--- src/rtl/sw_pkg.sv ---
// Shared constants for the switch/button read port.
// Status word layout and read-data width.
package sw_pkg;

  localparam int RDATA_W        = 32;
  localparam int STAT_W         = 2;
  localparam int STAT_READY_BIT = 0;
  localparam int STAT_OVR_BIT   = 1;

  // Build the zero-extended status word
  function automatic logic [RDATA_W-1:0] stat_word(
    input logic ovr,
    input logic rdy
  );
    logic [RDATA_W-1:0] w;
    w = '0;
    w[STAT_READY_BIT] = rdy;
    w[STAT_OVR_BIT]   = ovr;
    return w;
  endfunction

endpackage

--- src/rtl/sw_debounce.sv ---
// One-bit synchroniser plus tick-sampled debounce filter.
// A new level is accepted after DB_DEPTH equal samples.
module sw_debounce #(
  parameter int DB_DEPTH = 3
) (
  input  logic clk,
  input  logic rst,
  input  logic raw_i,
  input  logic tick_i,
  output logic lvl_o
);

  logic                s1_q;
  logic                s2_q;
  logic [DB_DEPTH-1:0] hist_q;
  logic [DB_DEPTH-1:0] hist_d;
  logic                lvl_q;
  logic                lvl_d;

  // Shift the synchronised sample in on tick; accept on unanimity
  always_comb begin
    hist_d = hist_q;
    lvl_d  = lvl_q;
    if (tick_i) begin
      hist_d = {hist_q[DB_DEPTH-2:0], s2_q};
      if ((&hist_d) || (~|hist_d)) begin
        lvl_d = s2_q;
      end
    end
  end

  // Plain 2-FF synchroniser, then history and level registers
  always_ff @(posedge clk) begin
    if (rst) begin
      s1_q   <= 1'b0;
      s2_q   <= 1'b0;
      hist_q <= '0;
      lvl_q  <= 1'b0;
    end else begin
      s1_q   <= raw_i;
      s2_q   <= s1_q;
      hist_q <= hist_d;
      lvl_q  <= lvl_d;
    end
  end

  assign lvl_o = lvl_q;

endmodule

--- src/rtl/sw_reader.sv ---
// CPU-readable switch port with debounced capture button.
// Optional macro SW_IRQ_EN adds a level irq that mirrors READY.
module sw_reader
  import sw_pkg::*;
#(
  parameter int SW_W     = 16,
  parameter int DB_DIV   = 50000,
  parameter int DB_DEPTH = 3
) (
  input  logic               clk,
  input  logic               rst,
  input  logic [SW_W-1:0]    sw,
  input  logic               btn,
  input  logic               is_sw,
  input  logic               is_sw_stat,
  output logic [RDATA_W-1:0] rdata
`ifdef SW_IRQ_EN
  ,
  output logic               irq
`endif
);

  localparam int CW = $clog2(DB_DIV);
  localparam int TW = $clog2(DB_DEPTH + 1);

  logic [CW-1:0]      cnt_q, cnt_d;
  logic [TW-1:0]      tcnt_q, tcnt_d;
  logic               arm_q, arm_d;
  logic               prev_q, prev_d;
  logic [SW_W-1:0]    snap_q, snap_d;
  logic               rdy_q, rdy_d;
  logic               ovr_q, ovr_d;
  logic [RDATA_W-1:0] rdata_q, rdata_d;

  logic               tick;
  logic               btn_db;
  logic [SW_W-1:0]    sw_db;
  logic               cap;

  assign tick = (cnt_q == CW'(DB_DIV - 1));

  for (genvar i = 0; i < SW_W; i++) begin : g_sw
    sw_debounce #(.DB_DEPTH(DB_DEPTH)) u_sw (
      .clk    (clk),
      .rst    (rst),
      .raw_i  (sw[i]),
      .tick_i (tick),
      .lvl_o  (sw_db[i])
    );
  end

  sw_debounce #(.DB_DEPTH(DB_DEPTH)) u_btn (
    .clk    (clk),
    .rst    (rst),
    .raw_i  (btn),
    .tick_i (tick),
    .lvl_o  (btn_db)
  );

  // Capture only after a genuinely debounced low since reset,
  // so a button held through reset needs a release first
  assign cap = btn_db & ~prev_q & arm_q;

  // Prescaler, arming, capture/flag update and read mux
  always_comb begin
    cnt_d   = (tick) ? '0 : cnt_q + CW'(1);
    tcnt_d  = tcnt_q;
    if (tick && (tcnt_q != TW'(DB_DEPTH))) begin
      tcnt_d = tcnt_q + TW'(1);
    end
    arm_d   = arm_q | ((tcnt_q == TW'(DB_DEPTH)) & ~btn_db);
    prev_d  = btn_db;
    snap_d  = snap_q;
    rdy_d   = rdy_q;
    ovr_d   = ovr_q;
    rdata_d = rdata_q;
    if (is_sw) begin
      rdata_d             = '0;
      rdata_d[SW_W-1:0]   = snap_q;
      rdy_d               = 1'b0;
      ovr_d               = 1'b0;
    end else if (is_sw_stat) begin
      rdata_d = stat_word(ovr_q, rdy_q);
    end
    if (cap) begin
      snap_d = sw_db;
      rdy_d  = 1'b1;
      if (rdy_q && !is_sw) begin
        ovr_d = 1'b1;
      end
    end
  end

  // State registers with synchronous reset
  always_ff @(posedge clk) begin
    if (rst) begin
      cnt_q   <= '0;
      tcnt_q  <= '0;
      arm_q   <= 1'b0;
      prev_q  <= 1'b0;
      snap_q  <= '0;
      rdy_q   <= 1'b0;
      ovr_q   <= 1'b0;
      rdata_q <= '0;
    end else begin
      cnt_q   <= cnt_d;
      tcnt_q  <= tcnt_d;
      arm_q   <= arm_d;
      prev_q  <= prev_d;
      snap_q  <= snap_d;
      rdy_q   <= rdy_d;
      ovr_q   <= ovr_d;
      rdata_q <= rdata_d;
    end
  end

  assign rdata = rdata_q;

`ifdef SW_IRQ_EN
  assign irq = rdy_q;
`endif

endmodule

--- config.mk ---
export PLATFORM = sky130hd
export DESIGN_NAME = sw_reader
export DESIGN_NICKNAME = d
export VERILOG_FILES = /design/src/rtl/sw_pkg.sv /design/src/rtl/sw_debounce.sv /design/src/rtl/sw_reader.sv
export SDC_FILE = /design/constraint.sdc
export NUM_CORES = 1
export LEC_CHECK = 0
export BUFFER_PORTS_ARGS = -buffer_cell sky130_fd_sc_hd__buf_2
export CAP_MARGIN = 10
export CORE_MARGIN = 2
export CORE_UTILIZATION = 55
export DETAILED_ROUTE_END_ITERATION = 8
export PLACE_DENSITY = 0.75
export RECOVER_POWER = 100
export SLEW_MARGIN = 20
export SYNTH_ARGS = -nofsm -noshare
export SYNTH_HDL_FRONTEND = slang
export SYNTH_SLANG_ARGS = --single-unit
--- constraint.sdc ---
create_clock -name clk -period 2.2 [get_ports clk]
set_input_delay 0.22 -clock clk [delete_from_list [all_inputs] [get_ports clk]]
set_output_delay 0.22 -clock clk [all_outputs]
set_load 0.02 [all_outputs]
== Yosys cells after proc, flatten, opt, wreduce, memory -nomap -nowiden ==
Index checks and enable logic that the tools add are counted.

* Eq/ne operators: 3
* Add/subtract/negate cells: 2
* Bitwise operators: 6
* Mux-type cells: 7
* Reductions and logical operators: 91

{| class="wikitable"
|+ Operators with widths
! operator !! number
|-
| $reduce_and A3 Y1 || 17
|-
| $reduce_or A3 Y1 || 17
|-
| $reduce_and A2 Y1 || 17
|-
| $mux W16 || 2
|-
| $logic_not A1 Y1 || 18
|-
| $logic_or A1 B1 Y1 || 17
|-
| $add A16 B1 Y16 const B || 1
|-
| $eq A16 B16 Y1 const B || 1
|-
| $mux W1 || 5
|-
| $reduce_bool A2 Y1 || 2
|-
| $and A1 B1 Y1 || 3
|-
| $add A2 B1 Y2 const B || 1
|-
| $eq A2 B2 Y1 const B || 1
|-
| $logic_and A1 B1 Y1 || 2
|-
| $ne A2 B2 Y1 const B || 1
|-
| $not A1 Y1 || 2
|-
| $reduce_or A2 Y1 || 1
|-
| $or A1 B1 Y1 || 1
|}

* Register bits: 139
* Input bits: 21
* Output and inout port bits: 32
* Logic and storage cells: 185

== Depth between registers and ports, before layout ==
Gate-level depths: netlist (run 1).

* Depth in word-level cells: 4
* Gate-level depth with buffers: 7
* Gate-level depth less buffers: 5

== By module ==
A second synthesis (run 1) with hierarchy kept.

* Cells, all modules: 519
* Area total of the unflattened synthesis: 5034.8 um^2

{| class="wikitable"
|+ By module, submodules not included
! module !! instances !! sequential area each (um^2) !! area an instance (um^2) !! cells an instance
|-
| sw_debounce || 17 || 100.1 || 165.2 || 15
|-
| sw_reader || 1 || 1081.0 || 2227.1 || 264
|}

== Least setup slack after synthesis (run 1) ==
OpenSTA, ideal clock, no wires.

* Kind: reg2reg
* Start point: register cnt_q[0]
* End point: register g_sw[0].u_sw.lvl_q
* Clock period less this slack: 1605 ps
* Required time: 2108 ps
* Library setup time: 92 ps
* Path buffers: 1
* Arrival time: 1513 ps
* Slack: 595 ps
* Stages on the path, launching flop included: 7
* Cell sequence: dfxtp_1 > ha_1 > and3_1 > nand4_1 > clkbuf_1 > nor4_1 > nor4_1

* Word-level cells in the longest chain between the ends: 2

{| class="wikitable"
|+ Ends and longest elaborated chain
! element !! line !! text
|-
| start, declared || sw_reader.sv:26 || <nowiki>logic [CW-1:0] cnt_q, cnt_d;</nowiki>
|-
| start signal, assigned || sw_reader.sv:106 || <nowiki>cnt_q <= cnt_d;</nowiki>
|-
| $eq A16 B16 Y1 || sw_reader.sv:40 || <nowiki>assign tick = (cnt_q == CW'(DB_DIV - 1));</nowiki>
|-
| $reduce_and A2 Y1 (no line) || - ||
|-
| end signal, assigned || sw_debounce.sv:43 || <nowiki>lvl_q <= lvl_d;</nowiki>
|-
| end, declared || sw_debounce.sv:17 || <nowiki>logic lvl_q;</nowiki>
|}

No other way between the ends.
A chain may end at the register's enable or synchronous reset.

== Worst setup path in the final report (run 1) ==
* Start point: input rst
* End point: register cnt_q[13]

* Word-level cells in the longest chain between the ends: 1

{| class="wikitable"
|+ Ends and longest elaborated chain
! element !! line !! text
|-
| start, declared || sw_reader.sv:11 || <nowiki>input logic rst,</nowiki>
|-
| $reduce_or A2 Y1 (no line) || - ||
|}

No other way between the ends.

==> results.toml, run 1 <==
[setup_path]
worstPathRequired_ps = 2580
worstSetupPathType = "input pin to flop"
r2r_start = "cnt_q[0]"
cp_max_fo = 42
r2r-end = "cnt_q[13]"
reg2reg_depth = 6
reg2reg_slack_ps = 360
crit_arrival_ps = 2240
cp-end-kind = "flop"
start_kind = "input pin"

[finish]
final_core_util_pct = 67.9
nNetsFinal = 639
antennaDiodeCount = 0
syn2layout_area_growth_pct = 18.8
drive_above_1_share_pct = 9.06

[sta]
worstMarginPinSlew_ps = 1870
whs_ps = 244
period_needed_ps = 1860
skew_ps = 10.1
rsz0062_at_grt = "no"
fin_tns_setup_ps = 0
slew_headroom_pct = -25.0
setup_viol = 0
fin_crit_sh_pct = 84.4
finalHoldViolations = 0
finalMaxSlewViolations = 42
max_freq_mhz = 539

[pwr]
pwr-share-clk_pct = 51.7
combinationalPowerShare_pct = 2.7
switching_share_pct = 20.1
peakVddDrop_mv = 0.548
cellLeakagePower_nw = 2.10
switchingPower_mw = 1.13
intPower_mw = 4.51
power-per-cell-area_nw_per_um2 = 944
p_seq_share_pct = 45.6

[routing]
met3_wirelength_um = 373
drtIter0Drc = 220
wirelength_um = 9180
dr.pass1.iters = 5
wl_per_cell_um = 12.5
postRouteAntennaNets = 0
viasPerCell = 5.20
met1_length_um = 4490
met2WireLength_um = 4230
top_layer_used = "met4"
drc = 0
routed-via-count = 3835

[clock_tree]
clkLatencyLatePin_ps = 520
htreeDepth = 4
numCtsBuffers = 17
cts_max_path_buffers = 2
post_cts_resized = 0
root_buffer = "clkbuf_8"
clk_pin_slew_ps = 60
cts_sinks = 139
cts_tree = "built"

[grt]
grt_util_all_layers_pct = 19.8
antenna_found_initial = 0
grt_first_pass_wirelength_um = 15800
gr-total-overflow = 0
grt_max_degree = 60
grt_pass1_vias = 3623

[synthesis]
synth_top_family_by_area = "simple AND/OR/NAND/NOR gates"
async_flop_share_pct = 0
synth_cell_type_count = 31
synth_compound_area_share_pct = 9.37
muxShareOfSynthArea_pct = 0.398
synth-seq-area-share_pct = 55.3
synth_edf_count = 0
synth_seq_cells = 139
synthSimpleGateAreaFrac_pct = 26.3
synthesis.area_um2 = 5030
synth_adder_area_share_pct = 0.497
ys_warn_count = 0
syn_inst = 576
synth_ff_type = "dfxtp_1"
avgSynthCellArea_um2 = 8.74
synth_xor_area_share_pct = 2.44

[hold_path]
min_to = "ovr_q"
hold_class = "input pin to flop"
min_delay_path_depth = 2
min_from = "is_sw"

[place]
dpl.hpwl_um = 5460
gp_congestion = 0.721
port_buffers = 36

[die]
fp-row-count = 34
dieWidth_um = 99.7
die_y_um = 99.7
core_um2 = 8810
die_area_um2 = 9940
ios = 53
start_util_pct = 57.2

[outcome]
status = "finished, violations left"
failed_checks = "max-capacitance violations, max-slew violations"

[flow_run]
cap_violations = 1
[cells in the final DEF, fill, tap and decap left out, types with 3 or more instances in the layout]
| cell type | synthesis | final |
|---|---|---|
| buf_12 | 0 | 3 |
| buf_2 | 4 | 19 |
| nor3b_1 | 14 | 14 |
| nand3_1 | 5 | 5 |
| nor3_1 | 5 | 5 |
| a31oi_1 | 17 | 17 |
| dfxtp_1 | 139 | 139 |
| dlygate4sd3_1 | 0 | 17 |
| inv_1 | 5 | 5 |
| nor2b_1 | 34 | 34 |
| clkbuf_1 | 28 | 19 |
| clkbuf_8 | 0 | 3 |
| nand4_1 | 5 | 5 |
| a21oi_1 | 71 | 71 |
| bufinv_16 | 0 | 4 |
| nand2_1 | 103 | 103 |
| nor4_1 | 39 | 39 |
| conb_1 | 1 | 16 |
| xnor2_1 | 13 | 13 |
| nor2_1 | 56 | 56 |
| clkbuf_16 | 0 | 16 |
| clkinv_2 | 0 | 3 |
[cells by family after synthesis]
kind of cell / Yosys count
simple gates: 271
flops: 139
compound gates: 90
buf+inv: 57
xor+xnor: 14
fa+ha+maj: 2
mux: 2
other cells: 1
[routing by layer]
layer | track usage, % | up-vias
li1 | - | 2004
met1 | 24.6 | 1732
met2 | 32.5 | 92
met3 | 5.97 | 7
met4 | 7.80 | 0
met5 | 0 | -
[cell usage after synthesis (2+ instances only)]
| cell | instances | area (µm²) |
|---|---|---|
| clkbuf_1 | 28 | 105 |
| nor3_1 | 5 | 25.0 |
| buf_2 | 4 | 20.0 |
| inv_1 | 5 | 18.8 |
| a31oi_1 | 17 | 106 |
| dfxtp_1 | 139 | 2780 |
| nand4_1 | 5 | 31.3 |
| a21oi_1 | 71 | 355 |
| mux2i_1 | 2 | 20.0 |
| nand2b_1 | 2 | 12.5 |
| nand3_1 | 5 | 25.0 |
| nand2_1 | 103 | 387 |
| nor3b_1 | 14 | 105 |
| nor2_1 | 56 | 210 |
| o21ai_0 | 2 | 10.0 |
| nor2b_1 | 34 | 213 |
| ha_1 | 2 | 25.0 |
| buf_4 | 18 | 135 |
| nor4_1 | 39 | 244 |
| xnor2_1 | 13 | 114 |
| buf_1 | 2 | 7.51 |
[power by group through the flow]
stage	registers, mW	logic (mW)	clock network, mW
after CTS	2.57	0.153	2.97
after global routing	2.57	0.169	3.09
after detailed placement	2.62	0.130	0
after floorplan	2.62	0.122	0
final	2.57	0.153	2.92
after global placement	2.62	0.127	0
[worst max path at each step]
stage / startpoint / end / slack (ps)
floorplan: cnt_q[0] / g_sw[0].u_sw.lvl_o / 600
detailed placement: cnt_q[0] / cnt_q[13] / 350
global placement: cnt_q[0] / cnt_q[15] / 410
CTS: cnt_q[0] / cnt_q[13] / 350
global route: rst / cnt_q[10] / 170
finish: rst / cnt_q[13] / 340
[through the flow]
step | instance area (µm²) | power [mW] | worst slack (ps) | instances
finish | 5980 | 5.64 | 344 | 737
global route | 5980 | 5.83 | 166 | 737
CTS | 6000 | 5.69 | 352 | 737
detailed placement | 5220 | 2.75 | 346 | 688
global placement | 5220 | 2.75 | 410 | 688
floorplan | 5090 | 2.74 | 595 | 591
[worst max-delay path: stages]
cell and delay, ps:
clkbuf_1 1320, nand2b_1 580, nor2_1 110
[registers in the layout, summed over array words and instances (netlist names)]
name and count:
g_sw.u_sw.hist_q 32, cnt_q 16, g_sw.u_sw.lvl_o 16, g_sw.u_sw.s1_q 16
g_sw.u_sw.s2_q 16, rdata 16, snap_q 16, tcnt_q 2
u_btn.hist_q 2, arm_q 1, ovr_q 1, prev_q 1
rdy_q 1, u_btn.lvl_o 1, u_btn.s1_q 1, u_btn.s2_q 1
[timing repair]
item,in CTS,in global routing
buffers inserted,0,0
endpoints found under the hold margin,17,0
hold buffers,17,0
[final cells by class]
cell class,count,area [µm²]
flip-flops and latches,139,2780
inverters,5,18.8
clock buffers,21,449
well taps,108,135
repair buffers,58,404
multi-input cells,395,2020
fillers,676,2830
clock inverters,11,168
Power figures use the tool's default switching activity.
==> run 2: changes to the inputs <==
clock period = 1.84 ns   (was 2.2 ns; I/O delays follow)
==> run 2 against run 1 <==
Critical path depth is 4 higher. The flow now finishes without violations. Highest routed layer unchanged. Register-to-register slack lost 270 ps. Global-route usage grew 1.3 points. Largest power group unchanged. Critical endpoint is now g_sw[8].u_sw.lvl_o. Sequential power is 20% higher. Critical path type is now flop to flop. Final area increased by 1.8%. Via count is 4.5% higher.
==> results.toml, run 2 (synthesized netlist as in run 1, its figures left out) <==
[finish]
register_area_um2 = 2790
multi_input_area_um2 = 2070
largest_register_ff_count = 32
drive_above_1_share_pct = 11.0
top_register = "g_sw.u_sw.hist_q"
antennaDiodeCount = 0
syn2layout_area_growth_pct = 20.9
final_core_util_pct = 69.1
fillers = 664
stdcell_area_um2 = 6090
layout_commonest_cell = "dfxtp_1"
final_cell_mix = "dfxtp_1, nand2_1, a21oi_1"
nNetsFinal = 645

[die]
die_area_um2 = 9940
dieWidth_um = 99.7
core_um2 = 8810
ios = 53
fp-row-count = 34
start_util_pct = 57.2
die_y_um = 99.7

[setup_path]
start_kind = "flop"
r2r_start = "cnt_q[4]"
cpMaxStageDelayCell = "dfxtp_1"
crit_chain = "nor4_4 -> nand4_1 -> buf_4 -> buf_12 -> buf_4 -> nor4_1 -> nor4_1"
worstSetupPathType = "flop to flop"
cp-endpoint = "g_sw[8].u_sw.lvl_o"
critical_path.startpoint = "cnt_q[4]"
cpPeakStageDelay_ps = 380
worstPathRequired_ps = 2220
cp-end-kind = "flop"
reg2reg_depth = 7
reg2reg_slack_ps = 90
r2r-end = "g_sw[8].u_sw.lvl_o"
crit_arrival_ps = 2130
cp_max_fo = 13

[sta]
finalHoldViolations = 0
worstMarginPinSlew_ps = 873
setup_viol = 0
rsz0062_at_grt = "no"
fin_crit_sh_pct = 95.1
skew_ps = 6.72
fin_tns_setup_ps = 0
max_freq_mhz = 571
slew_headroom_pct = 41.8
finalMaxSlewViolations = 0
period_needed_ps = 1750

[routing]
viasPerCell = 5.39
drc = 0
drtIter0Drc = 289
dr.pass1.iters = 4
postRouteAntennaNets = 0
wl_per_cell_um = 13.1
routed-via-count = 4008
wirelength_um = 9700

[outcome]
status = "finished, final reports clean"

[grt]
grt_max_degree = 89
grt_pass1_vias = 3625
antenna_found_initial = 0
gr-total-overflow = 0
grt_util_all_layers_pct = 21.1
grt_first_pass_wirelength_um = 16600

[place]
dpl.hpwl_um = 5400
dpl_cell_area_um2 = 5220
gp_congestion = 0.749
port_buffers = 36

[clock_tree]
cts_max_path_buffers = 2
numCtsBuffers = 17
cts_sinks = 139
clkLatencyLatePin_ps = 510
htreeDepth = 4
cts_tree = "built"
clk_pin_slew_ps = 60
root_buffer = "clkbuf_8"

[pwr]
power-per-cell-area_nw_per_um2 = 1100
peakVddDrop_mv = 0.710
cellLeakagePower_nw = 2.13

[hold_path]
hold_class = "input pin to flop"

[flow_run]
cap_violations = 0
==> run 2: cell count changes in the layout (fill, tap and decap cells not counted), moves of 2 or more <==
cell,change
clkinv_2,-2
nor4_2,+2
inv_6,+3
buf_4,+3
dfxtp_1,-2
dfxtp_2,+2
nor4_1,-3
==> run 2: layer usage <==
layer  wire length, µm  GRT usage [%]  vias to the layer above
met5                 0              0                        -
met4                96           8.43                        0
met3               494           5.27                        9
met2              4710           33.6                      123
met1              4410           27.7                     1850
li1                  -              -                     2026
==> run 2: how the worst min path moves through the flow <==
stage	from	end	cells after the start
after floorplan	sw[0]	g_sw[0].u_sw.s1_q	1
after global placement	sw[13]	g_sw[13].u_sw.s1_q	2
after detailed placement	sw[4]	g_sw[4].u_sw.s1_q	2
after CTS	rst	g_sw[9].u_sw.s2_q	2
after global routing	rst	g_sw[4].u_sw.s1_q	2
final	rst	g_sw[3].u_sw.s1_q	2
==> run 2: final cells by class <==
type                            instances  area share, %
Sequential cell                       139           45.8
Inverter                                5          0.308
Multi-Input combinational cell        395           34.0
Timing Repair Buffer                   64           7.75
Clock inverter                         12           2.67
Clock buffer                           20           7.32
Tap cell                              108           2.22
==> run 2: metrics by stage <==
| stage | hold slack [ps] | setup slack (ps) | instances | total power [mW] |
|---|---|---|---|---|
| floorplan | 312 | 235 | 591 | 3.28 |
| global placement | 391 | 108 | 689 | 3.28 |
| detailed placement | 399 | 37.3 | 689 | 3.29 |
| CTS | 63.6 | 7.43 | 743 | 6.72 |
| global route | 83.0 | 14.4 | 743 | 6.92 |
| finish | 78.9 | 90.0 | 743 | 6.67 |
==> run 2: report_power, final <==
group	switching [mW]	internal [mW]	total [mW]	leakage [nW]
Clock	1.26	2.15	3.41	0.292
Sequential	0.0249	3.05	3.08	1.13
Combinational	0.110	0.0721	0.182	0.713
Total	1.39	5.28	6.67	2.13
==> run 2: worst max-delay path, delay by kind of cell, from the launching register on <==
family        cells  cell delay [ps]
buf+inv           3              500
simple gates      4              730
flops             1              380
==> run 2: repair_timing <==
action	in CTS	in global routing
setup endpoints to repair	4	55
buffers inserted	2	0
cloned	3	0
gates resized for setup	1	10
endpoints found under the hold margin	17	0
hold buffers	17	0
pin swaps	1	2
==> run 3: changes to the inputs <==
ABC_CLOCK_PERIOD_IN_PS = 1690   (was not set)
clock period = 1.69 ns   (was 1.84 ns; I/O delays follow)
==> run 3 against run 2 <==
Count of clock-buffer cells in the layout rose by 1. Sequential share of layout area fell by 0.99 points. Core utilization rose by 1.5 points. Total power rose by 8.1%. Register-to-register slack worse by 40 ps. Fmax rose by 6.4%. Clock power rose by 7.0%. Via count is 2.3% higher. Global-route usage is 0.12 points higher. Sequential power increased by 8.8%. Hold slack improved by 13 ps. Die area unchanged.
==> results.toml, run 3 (synthesized netlist as in run 1, its figures left out) <==
[setup_path]
worst-path-buf-inv = 1
crit_arrival_ps = 2050
worstSetupPathType = "flop to flop"
cp_max_fo = 13
cpMaxStageDelayCell = "dfxtp_2"
cp-end-kind = "flop"
cpPeakStageDelay_ps = 340
start_kind = "flop"
crit_chain = "ha_2 -> and3_4 -> and4_4 -> buf_12 -> a31oi_1 -> nor4_1"
worstPathRequired_ps = 2100
critPathTopFamily = "simple AND/OR/NAND/NOR gates"

[pwr]
cellLeakagePower_nw = 2.27
intPower_mw = 5.73
peakVddDrop_mv = 0.718
p_seq_share_pct = 46.4
switchingPower_mw = 1.48
combinationalPowerShare_pct = 2.9
power-per-cell-area_nw_per_um2 = 1160
switching_share_pct = 20.5
p_total_mw = 7.21
pwr-share-clk_pct = 50.7

[sta]
finalHoldViolations = 0
max_freq_mhz = 608
period_needed_ps = 1640
slew_headroom_pct = 64.8
whs_ps = 91.9
finalMaxSlewViolations = 0
setup_viol = 0
rsz0062_at_grt = "yes"
worstMarginPinSlew_ps = 528
fin_crit_sh_pct = 97.3
fin_tns_setup_ps = 0
skew_ps = 5.79
fin_ws_ps = 45.6

[place]
dpl.hpwl_um = 5670
port_buffers = 36
place_ws_ps = -6.20
dpl_cell_area_um2 = 5300
gp_congestion = 0.731
placed_cells = 699

[die]
start_util_pct = 57.2
die_y_um = 99.7
fp-row-count = 34
ios = 53
dieWidth_um = 99.7
die_area_um2 = 9940
core_um2 = 8810

[clock_tree]
htreeDepth = 4
clk_pin_slew_ps = 60
cts_sinks = 139
clkLatencyLatePin_ps = 510
root_buffer = "clkbuf_8"
cts_max_path_buffers = 2
numCtsBuffers = 17
cts_tree = "built"

[grt]
antenna_found_initial = 0
grt_pass1_vias = 3751
grt_first_pass_wirelength_um = 16900
grt_max_degree = 80
grt_util_all_layers_pct = 21.2
gr-total-overflow = 0

[routing]
wirelength_um = 10200
drtIter0Drc = 251
wl_per_cell_um = 13.6
viasPerCell = 5.45
postRouteAntennaNets = 0
dr.pass1.iters = 5
drc = 0
routed-via-count = 4099

[finish]
fillers = 625
top_register = "g_sw.u_sw.hist_q"
register_area_um2 = 2790
layout_commonest_cell = "dfxtp_1"
largest_register_ff_count = 32
drive_above_1_share_pct = 15.5
final_core_util_pct = 70.6
stdcell_area_um2 = 6220
fin_cells = 752
multi_input_area_um2 = 2080
nNetsFinal = 655
antennaDiodeCount = 0
final_cell_mix = "dfxtp_1, nand2_1, a21oi_1"
syn2layout_area_growth_pct = 23.5

[outcome]
status = "finished, final reports clean"

[flow_run]
cap_violations = 0

[hold_path]
hold_class = "input pin to flop"
## run 3: path summary, 6_finish.rpt
| kind | cells after the start | to | from | slack (ps) |
|---|---|---|---|---|
| min reg2reg | 1 | g_sw[10].u_sw.s2_q | g_sw[10].u_sw.s1_q | 430 |
| max | 6 | g_sw[11].u_sw.lvl_o | cnt_q[1] | 50 |
| min | 2 | g_sw[3].u_sw.s1_q | rst | 90 |
| max reg2reg | 6 | g_sw[11].u_sw.lvl_o | cnt_q[1] | 50 |
## run 3: layer usage
metal	global-route usage (%)	wire length, µm	up-vias
li1	-	-	2040
met1	25.9	4590	1925
met2	36.4	5040	123
met3	5.13	464	11
met4	8.01	95	0
met5	0	0	-
## run 3: timing repair
action                                  4_1_cts  5_1_grt
gates resized for setup                       4       12
hold endpoints to repair                     17        0
setup buffers                                 0        2
pin swaps                                     0        9
hold buffers                                 17        0
endpoints found under the setup margin       12       42
cloned                                        1        2
## run 3: cell type report
cell class              count  share of cell area, %
clock buffers              21                   7.22
clock inverters            10                   2.27
inverters                   5                  0.302
multi-input cells         395                   33.4
flip-flops and latches    139                   44.8
well taps                 108                   2.17
repair buffers             74                   9.84
## run 3: power by group through the flow
stage	registers (mW)	clock network (mW)	logic, mW
after floorplan	3.41	0	0.158
final	3.35	3.65	0.209
after global placement	3.41	0	0.172
after detailed placement	3.42	0	0.177
after CTS	3.35	3.70	0.207
after global routing	3.35	3.85	0.230
